**src/rtl/cmd_stream_encoder.sv**
```systemverilog
// cmd_stream_encoder: frames host requests and raw payload into header + exactly-counted payload
// words for the rasterizer command parser, padding short payloads and flagging framing errors.
module cmd_stream_encoder #(
    parameter int CMD_STREAM_WIDTH = 32
) (
    input  logic                        aclk,
    input  logic                        resetn,
    input  logic                        s_req_valid,
    output logic                        s_req_ready,
    input  logic [3:0]                  s_req_op,
    input  logic [23:0]                 s_req_imm,
    input  logic [15:0]                 s_req_data,
    input  logic                        s_payload_axis_tvalid,
    output logic                        s_payload_axis_tready,
    input  logic                        s_payload_axis_tlast,
    input  logic [CMD_STREAM_WIDTH-1:0] s_payload_axis_tdata,
    output logic                        m_cmd_axis_tvalid,
    input  logic                        m_cmd_axis_tready,
    output logic                        m_cmd_axis_tlast,
    output logic [CMD_STREAM_WIDTH-1:0] m_cmd_axis_tdata,
    output logic                        busy,
    output logic [1:0]                  err,
    input  logic                        err_clear,
    output logic [15:0]                 cmd_count
);
    localparam int OP_SIZE                  = 4;
    localparam int OP_POS                   = CMD_STREAM_WIDTH - OP_SIZE;
    localparam int TEXTURE_STREAM_SIZE_POS  = 0;
    localparam int TEXTURE_STREAM_SIZE_SIZE = 8;
    localparam int L                        = $clog2(CMD_STREAM_WIDTH / 8);
    localparam logic [3:0] OP_NOP_STREAM      = 4'd0;
    localparam logic [3:0] OP_TEXTURE_STREAM  = 4'd1;
    localparam logic [3:0] OP_RENDER_CONFIG   = 4'd2;
    localparam logic [3:0] OP_FRAMEBUFFER     = 4'd3;
    localparam logic [3:0] OP_TRIANGLE_STREAM = 4'd4;
    localparam logic [3:0] OP_FOG_LUT_STREAM  = 4'd5;

    typedef enum logic [1:0] {S_IDLE, S_CONFIG, S_PAYLOAD, S_PAD} state_t;

    state_t                      r_state;
    logic [13:0]                 r_cnt;
    logic [15:0]                 r_cfg;
    logic                        r_tvalid;
    logic                        r_tlast;
    logic [CMD_STREAM_WIDTH-1:0] r_tdata;
    logic [1:0]                  r_err;
    logic [15:0]                 r_cmd_count;

    logic                                w_free;
    logic                                w_req_fire;
    logic                                w_pay_fire;
    logic                                w_cnt_one;
    logic                                w_known;
    logic [TEXTURE_STREAM_SIZE_SIZE-1:0] w_tex_s;
    logic [31:0]                         w_tex_sh;
    logic [13:0]                         w_tex_n;
    logic [13:0]                         w_n;
    logic [CMD_STREAM_WIDTH-1:0]         w_header;
    logic                                w_err0;
    logic                                w_err1;

    // The output slot can take a new word when empty or draining this cycle.
    assign w_free     = !r_tvalid || m_cmd_axis_tready;
    assign s_req_ready           = resetn && (r_state == S_IDLE) && w_free;
    assign s_payload_axis_tready = resetn && (r_state == S_PAYLOAD) && w_free;
    assign w_req_fire = s_req_valid && s_req_ready;
    assign w_pay_fire = s_payload_axis_tvalid && s_payload_axis_tready;
    assign w_cnt_one  = (r_cnt == 14'd1);

    always_comb begin
        w_known  = s_req_op inside {OP_NOP_STREAM, OP_TEXTURE_STREAM, OP_RENDER_CONFIG,
                                    OP_FRAMEBUFFER, OP_TRIANGLE_STREAM, OP_FOG_LUT_STREAM};
        w_tex_s  = s_req_imm[TEXTURE_STREAM_SIZE_POS +: TEXTURE_STREAM_SIZE_SIZE];
        w_tex_sh = 32'(w_tex_s) - 32'(L);
        w_tex_n  = (w_tex_s == '0) ? 14'd0 : 14'(32'd1 << w_tex_sh);
        w_n      = (s_req_op == OP_TRIANGLE_STREAM) ? 14'(s_req_imm >> L) :
                   (s_req_op == OP_TEXTURE_STREAM)  ? w_tex_n :
                   (s_req_op == OP_FOG_LUT_STREAM)  ? 14'd33 :
                   (s_req_op == OP_RENDER_CONFIG)   ? 14'd1 : 14'd0;
        w_header = (CMD_STREAM_WIDTH'(s_req_op) << OP_POS) | CMD_STREAM_WIDTH'(s_req_imm);
        w_err0   = w_pay_fire && s_payload_axis_tlast && !w_cnt_one;
        w_err1   = (w_req_fire && !w_known) || (w_pay_fire && w_cnt_one && !s_payload_axis_tlast);
    end

    always_ff @(posedge aclk) begin
        if (!resetn) begin
            r_state     <= S_IDLE;
            r_cnt       <= '0;
            r_cfg       <= '0;
            r_tvalid    <= 1'b0;
            r_tlast     <= 1'b0;
            r_tdata     <= '0;
            r_err       <= '0;
            r_cmd_count <= '0;
        end else begin
            r_err <= (err_clear ? 2'b00 : r_err) | {w_err1, w_err0};
            if (r_tvalid && m_cmd_axis_tready && r_tlast)
                r_cmd_count <= r_cmd_count + 16'd1;
            if (w_free)
                r_tvalid <= 1'b0;
            case (r_state)
                S_IDLE: if (w_req_fire) begin
                    r_tvalid <= 1'b1;
                    r_tdata  <= w_header;
                    r_tlast  <= (w_n == 14'd0);
                    r_cnt    <= w_n;
                    r_cfg    <= s_req_data;
                    r_state  <= (w_n == 14'd0) ? S_IDLE :
                                (s_req_op == OP_RENDER_CONFIG) ? S_CONFIG : S_PAYLOAD;
                end
                S_CONFIG: if (w_free) begin
                    r_tvalid <= 1'b1;
                    r_tdata  <= CMD_STREAM_WIDTH'(r_cfg);
                    r_tlast  <= 1'b1;
                    r_state  <= S_IDLE;
                end
                S_PAYLOAD: if (w_pay_fire) begin
                    r_tvalid <= 1'b1;
                    r_tdata  <= s_payload_axis_tdata;
                    r_tlast  <= w_cnt_one;
                    r_cnt    <= r_cnt - 14'd1;
                    r_state  <= w_cnt_one ? S_IDLE : s_payload_axis_tlast ? S_PAD : S_PAYLOAD;
                end
                S_PAD: if (w_free) begin
                    r_tvalid <= 1'b1;
                    r_tdata  <= '0;
                    r_tlast  <= w_cnt_one;
                    r_cnt    <= r_cnt - 14'd1;
                    r_state  <= w_cnt_one ? S_IDLE : S_PAD;
                end
            endcase
        end
    end

    assign m_cmd_axis_tvalid = r_tvalid;
    assign m_cmd_axis_tlast  = r_tlast;
    assign m_cmd_axis_tdata  = r_tdata;
    assign busy              = (r_state != S_IDLE) || r_tvalid;
    assign err               = r_err;
    assign cmd_count         = r_cmd_count;
endmodule

```
**config.mk**
```make
export PLATFORM = sky130hd
export DESIGN_NAME = cmd_stream_encoder
export DESIGN_NICKNAME = d
export VERILOG_FILES = /design/src/rtl/cmd_stream_encoder.sv
export SDC_FILE = /design/constraint.sdc
export NUM_CORES = 1
export LEC_CHECK = 0
export ABC_AREA = 0
export CAP_MARGIN = 20
export CORE_UTILIZATION = 25
export DETAILED_ROUTE_END_ITERATION = 12
export GPL_ROUTABILITY_DRIVEN = 0
export PLACE_DENSITY_LB_ADDON = 0.3
export SETUP_SLACK_MARGIN = 0.05
export SKIP_LAST_GASP = 1
export SYNTH_ARGS = -nofsm -noshare
export SYNTH_HDL_FRONTEND = slang
export SYNTH_SLANG_ARGS = --single-unit
```
**constraint.sdc**
```tcl
create_clock -name aclk -period 2.6 [get_ports aclk]
set_input_delay 0.78 -clock aclk [delete_from_list [all_inputs] [get_ports aclk]]
set_output_delay 0.78 -clock aclk [all_outputs]
set_load 0.01 [all_outputs]
```
# After elaboration in Yosys (flattened, before gate mapping)
# Cells that the tools add are included.
# Widths: inputs -> output; s select.
totals:
  output_inout_bits: 55
  word_cells: 93
  in_bits: 83
  register_bits: 84
op_classes:
  shift: 1
  n_bitwise: 2
  addsub: 3
  n_reduce_logical: 31
  n_eq_ne: 13
  n_mux: 35
ops:
  columns: ["op", "count"]
  rows:
  - ["$mux 32", 4]
  - ["$pmux 32 s4", 1]
  - ["$mux 14", 6]
  - ["$pmux 14 s3", 1]
  - ["$or 32x24->32", 1]
  - ["$shl 1x32->14 const A", 1]
  - ["$mux 2", 9]
  - ["$add 16x1->16 const B", 1]
  - ["$eq 14x1->1 const B", 1]
  - ["$logic_not 14->1", 1]
  - ["$sub 14x1->14 const B", 1]
  - ["$logic_and 1x1->1", 13]
  - ["$mux 1", 10]
  - ["$sub 8x2->9 const B", 1]
  - ["$eq 4x2->1 const B", 2]
  - ["$eq 4x3->1 const B", 2]
  - ["$logic_not 8->1", 1]
  - ["$ne 2x2->1 const B", 4]
  - ["$pmux 2 s4", 1]
  - ["$reduce_and 4->1", 2]
  - ["$mux 6", 1]
  - ["$reduce_bool 6->1", 1]
  - ["$eq 2x2->1 const B", 2]
  - ["$eq 4x1->1 const B", 1]
  - ["12 further kinds", 17]

# Logic depth before layout (Yosys ltp)
# Gate-level depths: netlist (run 1).
logic_depth:
  depth_word: 9
  mapped_depth: 9
  mapped_depth_nobuf: 8

# Worst setup path before layout (run 1)
# OpenSTA, ideal clock, no wires.
synth_timing:
  path_type: "input-to-reg"
  from: "input port s_req_imm[1]"
  to: "register r_tlast (netlist: m_cmd_axis_tlast)"
  cell_stages: 9
  required_ns: 2.474
  slack_ns: -0.089
  setup_ns: 0.126
  path_buffers: 1
  arrival_time_ns: 2.564
  path_cell_list: "clkinv_1 -> ha_1 -> buf_2 -> nor3b_1 -> xnor2_1 -> nor4b_2 -> a22oi_1 -> a211oi_2 -> o41ai_1"
synth_via:
  elab_chain_len: 8
  word_cells_on_any_way: 9
  cone_classes: "1 x add/sub; 1 x shift; 5 x mux; 2 x reduce/logical"
synth_rtl:
  columns: ["element", "line_no", "rtl"]
  rows:
  - ["from (decl)", "11", "input logic [23:0] s_req_imm,"]
  - ["$sub 8x2->9", "74", "w_tex_sh = 32'(w_tex_s) - 32'(L);"]
  - ["$shl 1x32->14", "75", "w_tex_n = (w_tex_s == '0) ? 14'd0 : 14'(32'd1 << w_tex_sh);"]
  - ["$mux 14 (*)", "75", null]
  - ["$mux 14 (*)", "77", "(s_req_op == OP_TEXTURE_STREAM) ? w_tex_n :"]
  - ["$mux 14 (*)", "76", "w_n = (s_req_op == OP_TRIANGLE_STREAM) ? 14'(s_req_imm >> L) :"]
  - ["$logic_not 14->1 (*)", "105", "r_tlast <= (w_n == 14'd0);"]
  - ["$mux 1 (*)", "102", "S_IDLE: if (w_req_fire) begin"]
  - ["$pmux 1 s4 (*)", "101", "case (r_state)"]
  - ["to (signal assigned)", "105", null]
  - ["to (signal assigned)", "120", "r_tlast <= w_cnt_one;"]
  - ["to (signal assigned)", "127", "r_tlast <= w_cnt_one;"]
  - ["to (decl)", "44", "logic r_tlast;"]
# Mark *: on every way between the ends. The rest lies on a longest branch, timed or not. The select of a mux whose other input is x is not followed.
# A chain may end at the register's enable or synchronous reset.

# Worst setup path after layout (run 1)
layout_timing:
  from: "input port s_req_imm[1]"
  to: "register r_cnt[10]"
layout_via:
  elab_chain_len: 7
  word_cells_on_any_way: 8
  cone_classes: "1 x add/sub; 1 x shift; 5 x mux; 1 x reduce/logical"
layout_rtl:
  columns: ["element", "line_no", "rtl"]
  rows:
  - ["$sub 8x2->9", "74", null]
  - ["$shl 1x32->14", "75", null]
  - ["$mux 14 (*)", "75", null]
  - ["$mux 14 (*)", "77", null]
  - ["$mux 14 (*)", "76", null]
  - ["$mux 14 (*)", "102", null]
  - ["$pmux 14 s3 (*)", "101", null]
  - ["to (signal assigned)", "106", "r_cnt <= w_n;"]
  - ["to (signal assigned)", "121", "r_cnt <= r_cnt - 14'd1;"]
  - ["to (signal assigned)", "128", "r_cnt <= r_cnt - 14'd1;"]
  - ["to (decl)", "41", "logic [13:0] r_cnt;"]
# Marks and branches as above.

==> impl_metrics.py, run 1 <==
metrics = {
    "synthesis": {
        "yosysSeqAreaShare_pct": 37.0,
        "syn_nets": 667,
        "ys_seq_elements": 84,
        "synth_top_area_share_pct": 37.0,
        "synth_edf_count": 0,
        "ys_types": 57,
        "syn_area_um2": 4540,
        "synthFlopType": "dfxtp_1",
        "syn_inst": 580,
        "ys_warn_count": 0,
        "synth_top_cell_by_area": "dfxtp_1",
        "postSynthAreaPerCell_um2": 7.83,
        "async_flop_share_pct": 0,
        "netlist_top_cells_area": "dfxtp_1 (37%), a21oi_1 (6.8%), nor2_1 (5.5%)",
    },
    "global_route": {
        "grt_max_degree": 77,
        "antenna_found_initial": 1,
        "grt_pass1_wl_um": 25600,
        "overflow": 0,
        "first_global_vias": 4783,
        "grt.total_usage_pct": 17.8,
    },
    "timing": {
        "max_slew_margin_pct": 42.1,
        "finalCriticalPeriod_ns": 2.48,
        "fin_crit_sh_pct": 95.5,
        "setup_slack_ns": 0.116,
        "tightest_slew_ns": 0.869,
        "maxSlewViolCount": 0,
        "max_freq_mhz": 403,
        "rsz0062_at_grt": "true",
        "whs_ns": 0.455,
        "finalClockSkew_ns": 0.00588,
        "setup_viol": 0,
        "hold_violations": 0,
    },
    "min_path": {
        "holdPathStages": 2,
        "holdCritPathClass": "register to register",
        "worstHoldStart": "m_cmd_axis_tdata[25]",
        "min_to": "m_cmd_axis_tdata[25]",
    },
    "layout": {
        "finalNonFillerCells": 993,
        "utilization_pct": 39.8,
        "diodes": 0,
        "fin_nets": 850,
        "layout-drive-gt1-share_pct": 17.2,
        "final.fill_count": 1829,
        "syn2layout_area_growth_pct": 53.8,
        "stdcell_area_um2": 6980,
    },
    "worst_setup_path": {
        "rr_worst_depth": 5,
        "crit_chain": "dlygate4sd2_1, buf_4, or2_4, o31a_1, nor4b_4, buf_4, nand4_1, a221o_1, a21oi_2",
        "r2r_start": "r_cnt[2]",
        "critPathKind": "input pin to register",
        "cpLargestDelayFamily": "compound AO/OA/AOI/OAI gates",
        "critPathRequiredTime_ns": 2.88,
        "crit_arrival_ns": 2.76,
        "path_max_fanout": 5,
        "cp_common_cell": "buf_4",
        "cp_num_buf_inv": 3,
        "rr_endpoint": "r_state[1]",
        "slowest_stage": "a221o_1",
        "startpoint_type": "input pin",
        "end_kind": "register",
        "critPathMaxStageDelay_ns": 0.36,
        "r2r_slack_ns": 0.47,
    },
    "cts": {
        "clock_path_buffers": 2,
        "cts_tree": "built",
        "cts_sinks": 84,
        "cts-root-buf": "clkbuf_16",
        "htree_num_levels": 3,
        "clock_latency_ns": 0.34,
        "numCtsBuffers": 9,
        "path_clk_slew_ns": 0.06,
    },
    "placed_design": {
        "dpl_cell_area_um2": 6600,
        "portBuffers": 137,
        "dp_hpwl_um": 11800,
        "pre_cts_ws_ns": -0.370,
        "placedCellCount": 973,
    },
    "power": {
        "powerDensity_nw_per_um2": 609,
        "peakVddDrop_v": 0.000325,
        "p_leak_uw": 0.00260,
    },
    "run_status": {
        "status": "complete, no violations",
    },
    "drt": {
        "ant_nets": 0,
        "drc": 0,
        "drt-initial-drc-count": 274,
        "drt_wl_total_um": 15900,
        "dr.pass1.iters": 5,
        "viasPerCell": 4.92,
        "routedWlPerCell_um": 16.0,
        "via_count": 4884,
    },
    "floorplan": {
        "die-height_um": 137,
        "die-area_um2": 18700,
        "core_um2": 17500,
        "io_pins": 138,
        "initial_core_util_pct": 25.9,
        "fp.dieW_um": 137,
        "rows": 48,
    },
    "job": {
        "maxCapViolations": 0,
    },
}
synthesized netlist by cell type (all sizes together), types with 2 or more instances:
library cell	count
dfxtp	84
nor2	66
nand2	63
a21oi	62
nor3	40
clkbuf	31
nand3	25
o21ai	23
a221oi	16
mux2i	15
mux2	12
xor2	12
buf	11
inv	10
nand4	9
and3	8
a31oi	7
nor2b	7
xnor2	6
nand2b	5
nor4	5
o211ai	5
o21a	5
and2	4
ha	4
o31ai	4
a21o	3
a221o	3
nor3b	3
nor4b	3
o31a	3
or2	3
or3	3
and4	2
clkinv	2
o22ai	2
o32ai	2
layout make-up:
cell class / instances / area [um^2] / area share (%)
Tap cell: 225 / 282 / 4.03
Inverter: 12 / 46.3 / 0.663
Clock inverter: 5 / 35.0 / 0.502
Multi-Input combinational cell: 442 / 2710 / 38.9
Clock buffer: 11 / 253 / 3.62
Timing Repair Buffer: 214 / 1970 / 28.2
Sequential cell: 84 / 1680 / 24.1
worst reg2reg max path, cell delays in order (launching register included):
cell     delay (ns)
dfxtp_1        0.37
nor4_2         0.52
nand3_1        0.32
a21oi_1        0.32
nand4_1        0.18
o31a_1         0.31
metal layers:
metal  global-route usage, %  vias to the layer above  wire length, um
met5                       0                        -                0
met4                    4.20                        0              179
met3                    6.19                       16             1570
met2                    28.3                      185             7120
met1                    23.0                     2235             7020
li1                        -                     2448                -
metrics by stage:
step	power, uW	TNS (ns)
finish	4250	0
global route	4520	0
CTS	4290	0
global placement	3030	-7.23
detailed placement	3030	-7.90
floorplan	2310	0
cells by family (layout without fill, tap and decap cells):
kind of cell / after synthesis / count (layout) / share of synthesized area [%]
and+or+nand+nor: 248 / 248 / 26.8
buffers and inverters: 54 / 242 / 4.77
adders and majority gates: 4 / 4 / 1.10
xor gates and xnor gates: 18 / 18 / 3.47
DFF: 84 / 84 / 37.0
AOI/OAI and AO/OA: 145 / 145 / 20.6
muxes: 27 / 27 / 6.28
flip-flops by register name (all words and copies together), names as in the netlist:
| signal | cells |
|---|---|
| m_cmd_axis_tlast | 1 |
| m_cmd_axis_tvalid | 1 |
| err | 2 |
| r_cfg | 16 |
| cmd_count | 16 |
| r_cnt | 14 |
| r_state | 2 |
| m_cmd_axis_tdata | 32 |
worst max path at each step:
stage	startpoint	to	slack [ns]	depth (start not counted)
floorplan	s_req_imm[1]	m_cmd_axis_tlast	0.09	9
global placement	s_req_imm[1]	m_cmd_axis_tlast	-0.37	8
detailed placement	s_req_imm[1]	m_cmd_axis_tlast	-0.37	8
CTS	s_req_imm[2]	r_cnt[10]	0.05	9
global route	s_req_imm[1]	r_cnt[10]	0.02	9
finish	s_req_imm[1]	r_cnt[10]	0.12	9
cell usage in the layout (no fill, tap or decap), drive strengths merged, types with 4 or more instances in the layout:
cell	count
a21oi	62
a221oi	16
a31oi	7
and2	4
and3	8
buf	79
clkbuf	11
clkdlybuf4s50	130
clkinv	5
dfxtp	84
dlymetal6s2s	4
ha	4
inv	11
mux2	12
mux2i	15
nand2	63
nand2b	5
nand3	25
nand4	9
nor2	66
nor2b	7
nor3	40
nor4	5
o211ai	5
o21a	5
o21ai	23
o31ai	4
xnor2	6
xor2	12
power breakdown:
part / leakage, uW / switching (uW) / total, uW / internal [uW]
clock network: 0.000142 / 549 / 1250 / 701
logic: 0.00178 / 746 / 1470 / 721
registers: 0.000685 / 108 / 1530 / 1430
timing repair:
action                                  CTS  global route
gates resized for setup                  12            14
pin swaps                                 5             7
hold buffers                              0             0
buffers inserted                          2             2
endpoints found under the setup margin   10            18
Note: power is estimated with default switching activity, not from simulation.
==> run 2: changes to the inputs <==
Settings changed: CELL_PAD_IN_SITES_DETAIL_PLACEMENT set to 1, CELL_PAD_IN_SITES_GLOBAL_PLACEMENT set to 1, CORE_UTILIZATION 25 to 31.
==> impl_metrics.py, run 2 (synthesized netlist as in run 1, its figures left out) <==
metrics = {
    "run_status": {
        "status": "complete, no violations",
    },
    "drt": {
        "dr.pass1.iters": 4,
        "drc": 0,
        "drt_wl_total_um": 17600,
        "routedWlPerCell_um": 18.3,
        "ant_nets": 0,
        "viasPerCell": 5.45,
        "via_count": 5223,
        "drt-initial-drc-count": 306,
    },
    "timing": {
        "tightest_slew_ns": 0.827,
        "setup_viol": 0,
        "setup_slack_ns": 0.0907,
        "whs_ns": 0.457,
        "finalClockSkew_ns": 0.00681,
        "max_freq_mhz": 399,
        "finalCriticalPeriod_ns": 2.51,
        "max_slew_margin_pct": 44.9,
        "fin_crit_sh_pct": 96.5,
        "maxSlewViolCount": 0,
        "setup_tns_ns": 0,
        "rsz0062_at_grt": "false",
        "hold_violations": 0,
    },
    "worst_setup_path": {
        "path_max_fanout": 2,
        "crit_end": "s_req_ready",
        "rr_worst_depth": 5,
        "startpoint_type": "input pin",
        "crit_start": "resetn",
        "r2r_start": "r_cnt[2]",
        "r2r_slack_ns": 0.47,
        "critPathKind": "input pin to output port",
        "end_kind": "output port",
        "rr_endpoint": "m_cmd_axis_tlast",
        "critPathRequiredTime_ns": 1.82,
        "crit_arrival_ns": 1.73,
    },
    "layout": {
        "layout_common_cells": "clkdlybuf4s50_1 (129), dfxtp_1 (83), buf_4 (82)",
        "stdcell_area_um2": 7120,
        "syn2layout_area_growth_pct": 56.8,
        "largest_reg_flops": 32,
        "fin_nets": 860,
        "multi_input_area_um2": 2800,
        "layout-drive-gt1-share_pct": 19.3,
        "final.fill_count": 1683,
        "diodes": 0,
        "ff_latch_area_um2": 1680,
        "layout_commonest_cell": "clkdlybuf4s50_1",
    },
    "global_route": {
        "first_global_vias": 5525,
        "grt_max_degree": 77,
        "antenna_found_initial": 0,
        "grt.total_usage_pct": 24.2,
        "grt_pass1_wl_um": 28000,
        "overflow": 0,
    },
    "floorplan": {
        "rows": 43,
        "initial_core_util_pct": 32.2,
        "core_um2": 14100,
        "io_pins": 138,
        "die-area_um2": 15100,
        "fp.dieW_um": 123,
        "die-height_um": 123,
    },
    "power": {
        "p_leak_uw": 0.00267,
        "powerDensity_nw_per_um2": 621,
        "peakVddDrop_v": 0.000503,
    },
    "cts": {
        "cts_sinks": 84,
        "cts-root-buf": "clkbuf_16",
        "clock_latency_ns": 0.35,
        "htree_num_levels": 3,
        "cts_tree": "built",
        "numCtsBuffers": 9,
        "clock_path_buffers": 2,
        "cts_hold_buf": 0,
        "path_clk_slew_ns": 0.06,
    },
    "placed_design": {
        "pre_cts_ws_ns": -0.492,
        "portBuffers": 137,
        "dp_hpwl_um": 12800,
        "dpl_cell_area_um2": 6620,
    },
    "min_path": {
        "holdCritPathClass": "register to register",
    },
    "job": {
        "maxCapViolations": 0,
    },
}
-- run 2: changes by cell type in the layout (fill, tap and decap cells not counted), moves of 2 or more --
cell	change
nand3_1	-3
buf_12	+2
dlymetal6s2s_1	-2
dlygate4sd2_1	+3
o32ai_2	-2
nor2b_2	+2
o32ai_4	+2
buf_4	+8
nand3_2	+3
nor2b_1	-2
-- run 2: where the power goes --
part	switching [uW]	internal (uW)	leakage, uW
Combinational	793	757	0.00184
Sequential	112	1430	0.000685
Clock	556	775	0.000146
-- run 2: critical path, stage by stage --
cell and delay [ns]:
dlygate4sd2_1 0.36, inv_2 0.07, nor4_2 0.24, clkdlybuf4s15_1 0.27
-- run 2: cell type report --
cell class / instances / share of cell area (%)
repair buffers: 224 / 29.0
multi-input cells: 442 / 39.3
inverters: 12 / 0.650
well taps: 180 / 3.16
flip-flops and latches: 84 / 23.6
clock buffers: 11 / 3.41
clock inverters: 5 / 0.844
-- run 2: timing repair --
item                       4_1_cts  5_1_grt
setup endpoints to repair       31       11
pin swaps                       13        8
buffers inserted                 5        1
resized for setup               27        8
cloned                           1        0
-- run 2: worst min-delay path by stage --
stage                              start              endpoint  slack, ns  cells after the start
CTS                            r_cfg[13]             r_cfg[13]       0.46                      2
detailed placement             r_cfg[13]             r_cfg[13]       0.45                      2
global route                    r_cfg[7]              r_cfg[7]       0.48                      2
global placement    m_cmd_axis_tdata[25]  m_cmd_axis_tdata[25]       0.44                      2
floorplan                      r_cfg[15]             r_cfg[15]       0.44                      2
finish                         r_cfg[13]             r_cfg[13]       0.46                      2
-- run 2: layer usage --
layer	GRT usage (%)	part of all wire, %	vias to the layer above
li1	-	-	2468
met4	11.6	3.6	0
met5	0	0	-
met1	27.5	41	2553
met2	42.0	49	162
met3	6.60	6.8	40
-- run 2: through the flow --
stage          utilization (%)  total power, uW  instances
3_5_place_dp              46.9             3070        934
2_1_floorplan                -             2310        580
4_1_cts                   50.2             4440        956
3_3_place_gp              46.9             3020        934
6_report                  50.5             4420        958
5_1_grt                   50.5             4650        958
